$ cat src/rtl/onehot_decoder.sv
// Registered one-hot to binary decoder with a one-entry valid/ready output stage.
// Flags zero-hot and multi-hot words and keeps a saturating count of them.
module onehot_decoder #(
    parameter int WIDTH = 16,
    parameter int OUT_W = 4,
    parameter int CNT_W = 8
) (
    input  logic             clk,
    input  logic             rst_n,
    input  logic             in_valid,
    output logic             in_ready,
    input  logic [WIDTH-1:0] datain,
    output logic             out_valid,
    input  logic             out_ready,
    output logic [OUT_W-1:0] dataout,
    output logic             out_err,
    input  logic             err_clr,
    output logic [CNT_W-1:0] err_count
);

    localparam logic [CNT_W-1:0] CNT_MAX = '1;

    if (OUT_W != $clog2(WIDTH)) begin : g_bad_out_w
        $error("onehot_decoder: OUT_W must equal $clog2(WIDTH)");
    end

    logic [OUT_W-1:0] dec_idx;
    logic             dec_err;
    logic             accept;

    assign in_ready = !out_valid || out_ready;
    assign accept   = in_valid && in_ready;

    // Scanning from the top down leaves the lowest set index, which is what multi-hot words report.
    always_comb begin
        dec_idx = '0;
        for (int i = WIDTH - 1; i >= 0; i--) begin
            if (datain[i]) begin
                dec_idx = OUT_W'(i);
            end
        end
        dec_err = (datain == '0) || ((datain & (datain - WIDTH'(1))) != '0);
    end

    always_ff @(posedge clk or negedge rst_n) begin
        if (!rst_n) begin
            out_valid <= 1'b0;
            dataout   <= '0;
            out_err   <= 1'b0;
        end else if (accept) begin
            out_valid <= 1'b1;
            dataout   <= dec_idx;
            out_err   <= dec_err;
        end else if (out_ready) begin
            out_valid <= 1'b0;
        end
    end

    // Errors are counted at acceptance; a clear in the same cycle drops that error.
    always_ff @(posedge clk or negedge rst_n) begin
        if (!rst_n) begin
            err_count <= '0;
        end else if (err_clr) begin
            err_count <= '0;
        end else if (accept && dec_err && (err_count != CNT_MAX)) begin
            err_count <= err_count + CNT_W'(1);
        end
    end

endmodule
$ cat config.mk
export PLATFORM = sky130hd
export DESIGN_NAME = onehot_decoder
export DESIGN_NICKNAME = d
export VERILOG_FILES = /design/src/rtl/onehot_decoder.sv
export SDC_FILE = /design/constraint.sdc
export NUM_CORES = 1
export LEC_CHECK = 0
export ABC_AREA = 1
export BUFFER_PORTS_ARGS = -buffer_cell sky130_fd_sc_hd__buf_2
export CAP_MARGIN = 15
export CORE_UTILIZATION = 55
export DETAILED_ROUTE_END_ITERATION = 10
export GPL_TIMING_DRIVEN = 0
export PLACE_DENSITY = 0.85
export SLEW_MARGIN = 15
export SYNTH_ARGS = -nofsm -noshare
export SYNTH_HDL_FRONTEND = slang
export SYNTH_SLANG_ARGS = --single-unit
$ cat constraint.sdc
create_clock -name clk -period 3.1 [get_ports clk]
set_input_delay 0 -clock clk [delete_from_list [all_inputs] [get_ports clk]]
set_output_delay 0 -clock clk [all_outputs]
set_load 0.01 [all_outputs]
# Word-level counts from Yosys, hierarchy flattened
# Index checks and enable logic that the tools add are counted.
# totals
word_cells,38
reg_bits,14
# op_classes
bitwise_logic,1
n_eq_ne,1
n_mux,20
n_addsub,2
reduce_logical,10
# op_table
op,n
2-to-1 mux 4 bit,16
bitwise AND 16 bit,1
logical NOT 16 bit,1
2-to-1 mux 8 bit,2
nonzero test 16 bit,1
subtractor 16 x 1 -> 16 bit (second input constant),1
adder 8 x 1 -> 8 bit (second input constant),1
!= test 8 bit (second input constant),1
nonzero test 2 bit,2
logical AND 1 bit,3
logical OR 1 bit,2
2-to-1 mux 1 bit,2
logical NOT 1 bit,1

# Longest topological paths before layout
# depth
depth_word,16
depth_mapped,16
ltp_nobuf,16

# Worst setup path before layout
# No wires, ideal clock.
# synth_path
path_kind,register to register
from,register err_count[0]
to,register err_count[0]
slack_ps,1591
period_less_slack_ps,1509
t_arrival_ps,1391
n_path_buf,0
stages_incl_launch_ff,9
t_required_ps,2982
path_cell_list,dfrtp_1 -> ha_1 -> nand2_1 -> nor3b_2 -> nand3_4 -> nand3_4 -> nand2_4 -> nand2_1 -> nand2_1
# synth_between
elab_chain_len,3
# synth_rtl
element,line,source
from (decl),18,output logic [CNT_W-1:0] err_count
from (signal assigned),66,err_count <= err_count + CNT_W'(1);
adder 8 x 1 -> 8 bit or != test 8 bit (tied branches),"66, 65",
2-to-1 mux 8 bit or logical AND 1 bit (tied branches),65,end else if (accept && dec_err && (err_count != CNT_MAX)) begin
2-to-1 mux 8 bit or nonzero test 2 bit (tied branches),-,
# Several ways; a longest one is shown, not always the timed one. The select of a mux whose other input is x is not followed.
# A chain may end at the register's enable or synchronous reset.

# Worst setup path in the final report
# layout_path
from,register err_count[0]
to,register err_count[2]
# Same word-level chain as after synthesis.

==> summary.txt <==
Run status
  • Status: completed

Drt
  • Via count: 1253
  • Starting DRC count in detailed routing: 28
  • Wirelength per Cell: 10.9 um
  • WL final: 2660 um
  • Routed vias/inst: 5.16
  • DRC viols: 0
  • Drt pass-1 iters: 4
  • Routed Antenna Nets: 0

Worst setup path
  • CP endpoint kind: flip-flop
  • Worst r2r src: err_count[0]
  • Slack of the worst reg-to-reg path: 1.46 ns
  • Worst r2r path cells: 8
  • CP Class: flip-flop to flip-flop
  • WP data required: 3.27 ns
  • Worst-path maximum fanout: 10
  • WP data arrival: 1.81 ns
  • Startpoint types: flip-flop
  • Worst reg2reg path endpoint: err_count[2]

GRT
  • Gr usage total: 0.258
  • Vias in the first global route: 1015
  • First-pass GRT wire length: 4200 um
  • Total gr overflow: 0
  • Largest net degree at the start of global routing: 15
  • Initial antenna violation count: 0

Finish
  • Commonest non-fill, non-tap cell in the layout: nand2_1
  • Area of the multi-input gates: 713 um^2
  • Post-route insts no fill: 243
  • FILL cells: 173
  • NumNets Final: 239
  • Syn-to-layout area delta: 21.3%
  • ANT cells: 0
  • Layout cell share with drive strength beyond 1: 0.296
  • Cell area after layout: 0.00143 mm^2
  • Most frequent cells in the layout: nand2_1, buf_2, nor2_1, inv_1, dfrtp_1
  • Sequential cell area: 350 um^2

Floorplanning
  • I/O pin cnt: 36
  • Chip Height: 48.2 um
  • Core area: 0.00198 mm^2
  • Placement Rows: 16
  • Full die area: 0.00233 mm^2
  • Initial core utilization: 0.593
  • Die width: 48.2 um

Hold path
  • HP Start: out_ready
  • Sink of the worst hold path: out_valid
  • Hold Path Stages: 4
  • Hold WC Path Type: input pin to flip-flop

Logic synthesis
  • Syn Area/Cell: 6.64 um^2
  • Yosys warning total: 0
  • Seq/Total Area, Yosys: 0.298
  • Flops & latches, synth: 14
  • Synth cell types: 30
  • Ys flop type: dfrtp_1
  • Post-synthesis async set-or-reset flop share: 1.00
  • Netlist Area Pre-Place: 0.00118 mm^2
  • Syn Inst Count: 177
  • Number of flops mapped to enable cells by yosys: 0
  • Post-Synthesis Net Count: 199

Placement
  • Placed instance count: 238
  • Gp weighted congestion: 0.815
  • Port buffer count: 34
  • Post-DP HPWL: 2150 um
  • Place WS: 1.49 ns
  • Area after DPL: 0.00138 mm^2

Power and ir drop
  • Power Density: 313 mW/mm^2
  • IR drop worst, VDD: 0.369 mV
  • Pleak: 0.764 nW
  • Tot Pwr: 0.000446 W

STA
  • Tightest Pin Transition: 0.326 ns
  • Final setup TNS: 0 ns
  • Max Freq: 0.610 GHz
  • Slew Limit Fails: 0
  • Final Hold Fails: 0
  • RSZ-0062 raised after global routing: no
  • Final setup margin: 1.46 ns
  • Min Tclk post-route: 1.64 ns
  • Rel. slew slack: 0.782
  • Setup violations, final: 0
  • Period utilization: 0.529
  • Clock Skew: 0.00109 ns

CTS
  • Clk sinks: 14
  • Clk pin slew, worst setup/hold paths: 0.08 ns
  • CTS Buf Count: 3
  • Root Driver: clkbuf_4
  • Clk buf depth: 2
  • TritonCTS clock tree: built
  • Postcts setup bufs: 0
  • PostCTS Resize Cnt: 0
  • Clock latency on the worst-skew pair: 0.28 ns
  • H-Tree Depth: 1

Flow run
  • MaxCap Viol Count: 0
==> worst max path at each step <==
stage	startpoint	to	slack, ns	cells after the start
2_1_floorplan	err_count[0]	err_count[0]	1.59	8
3_3_place_gp	err_count[0]	err_count[2]	1.53	8
3_5_place_dp	err_count[0]	err_count[0]	1.49	8
4_1_cts	err_count[0]	err_count[0]	1.48	8
5_1_grt	err_count[0]	err_count[0]	1.34	8
6_report	err_count[0]	err_count[2]	1.46	8
==> timing repair <==
| action | in CTS | in global routing |
|---|---|---|
| hold endpoints to repair | 14 | 0 |
| hold buffers | 1 | 0 |
| setup endpoints to repair | 0 | 0 |
==> kinds of logic (layout without fill, tap and decap cells) <==
kind of cell               Yosys count  in the layout  share of synthesized area
adders and majority gates            1              1                     0.0106
AOI/OAI and AO/OA                   17             17                     0.0872
DFF                                 14             14                      0.298
and+or+nand+nor                    116            116                      0.486
buffers and inverters               26             65                     0.0957
xor gates and xnor gates             3              3                     0.0223
==> per-stage QoR <==
step | utilization | hold WS (ns)
2_1_floorplan | - | -0.296
3_3_place_gp | 0.696 | -0.0918
3_5_place_dp | 0.696 | -0.0875
4_1_cts | 0.720 | 0.00825
5_1_grt | 0.720 | 0.0452
6_report | 0.720 | 0.0128
==> critical path: stages (launching register included) <==
cell and delay (ns):
dfrtp_1 0.43, ha_1 0.20, nand2_1 0.10, nor3b_2 0.31, nand3_4 0.11, nand3_4 0.17
nand2_4 0.10, nand2_1 0.08, nand2_1 0.05
==> state kept, by name (all words and copies together), names as in the netlist <==
register / cells
out_valid: 1
err_count: 8
dataout: 4
out_err: 1
==> synthesized netlist by cell type, types with 2 or more instances <==
cell type / count / share of area
xnor2_1: 2 / 0.015
nand3_4: 2 / 0.030
o21ai_0: 6 / 0.026
nor2_1: 21 / 0.067
nor2_2: 5 / 0.027
nand2_2: 4 / 0.021
nand2_1: 57 / 0.18
nand3_1: 13 / 0.055
nor3_1: 4 / 0.017
nor3b_1: 2 / 0.013
o31ai_1: 2 / 0.013
a21oi_1: 4 / 0.017
inv_1: 20 / 0.064
nor2_4: 3 / 0.029
inv_2: 3 / 0.0096
dfrtp_1: 14 / 0.30
nand3_2: 2 / 0.017
==> final cells by class <==
cell class,count,share of cell area
multi-input cells,137,0.500
flip-flops and latches,14,0.246
repair buffers,35,0.126
inverters,25,0.0754
clock buffers,4,0.0254
well taps,27,0.0237
plain buffers,1,0.00351
==> where the power goes <==
group / switching (W) / total, W / internal (W)
Clock: 0.0000575 / 0.000129 / 0.0000715
Sequential: 0.00000853 / 0.000202 / 0.000193
Combinational: 0.0000711 / 0.000115 / 0.0000441
==> routing by layer <==
metal / share of wire / track usage / up-vias
li1: - / - / 638
met1: 0.49 / 0.383 / 574
met2: 0.46 / 0.381 / 37
met3: 0.043 / 0.0481 / 4
met4: 0.0079 / 0.0722 / 0
met5: 0 / 0 / -
Power figures use the tool's default switching activity.
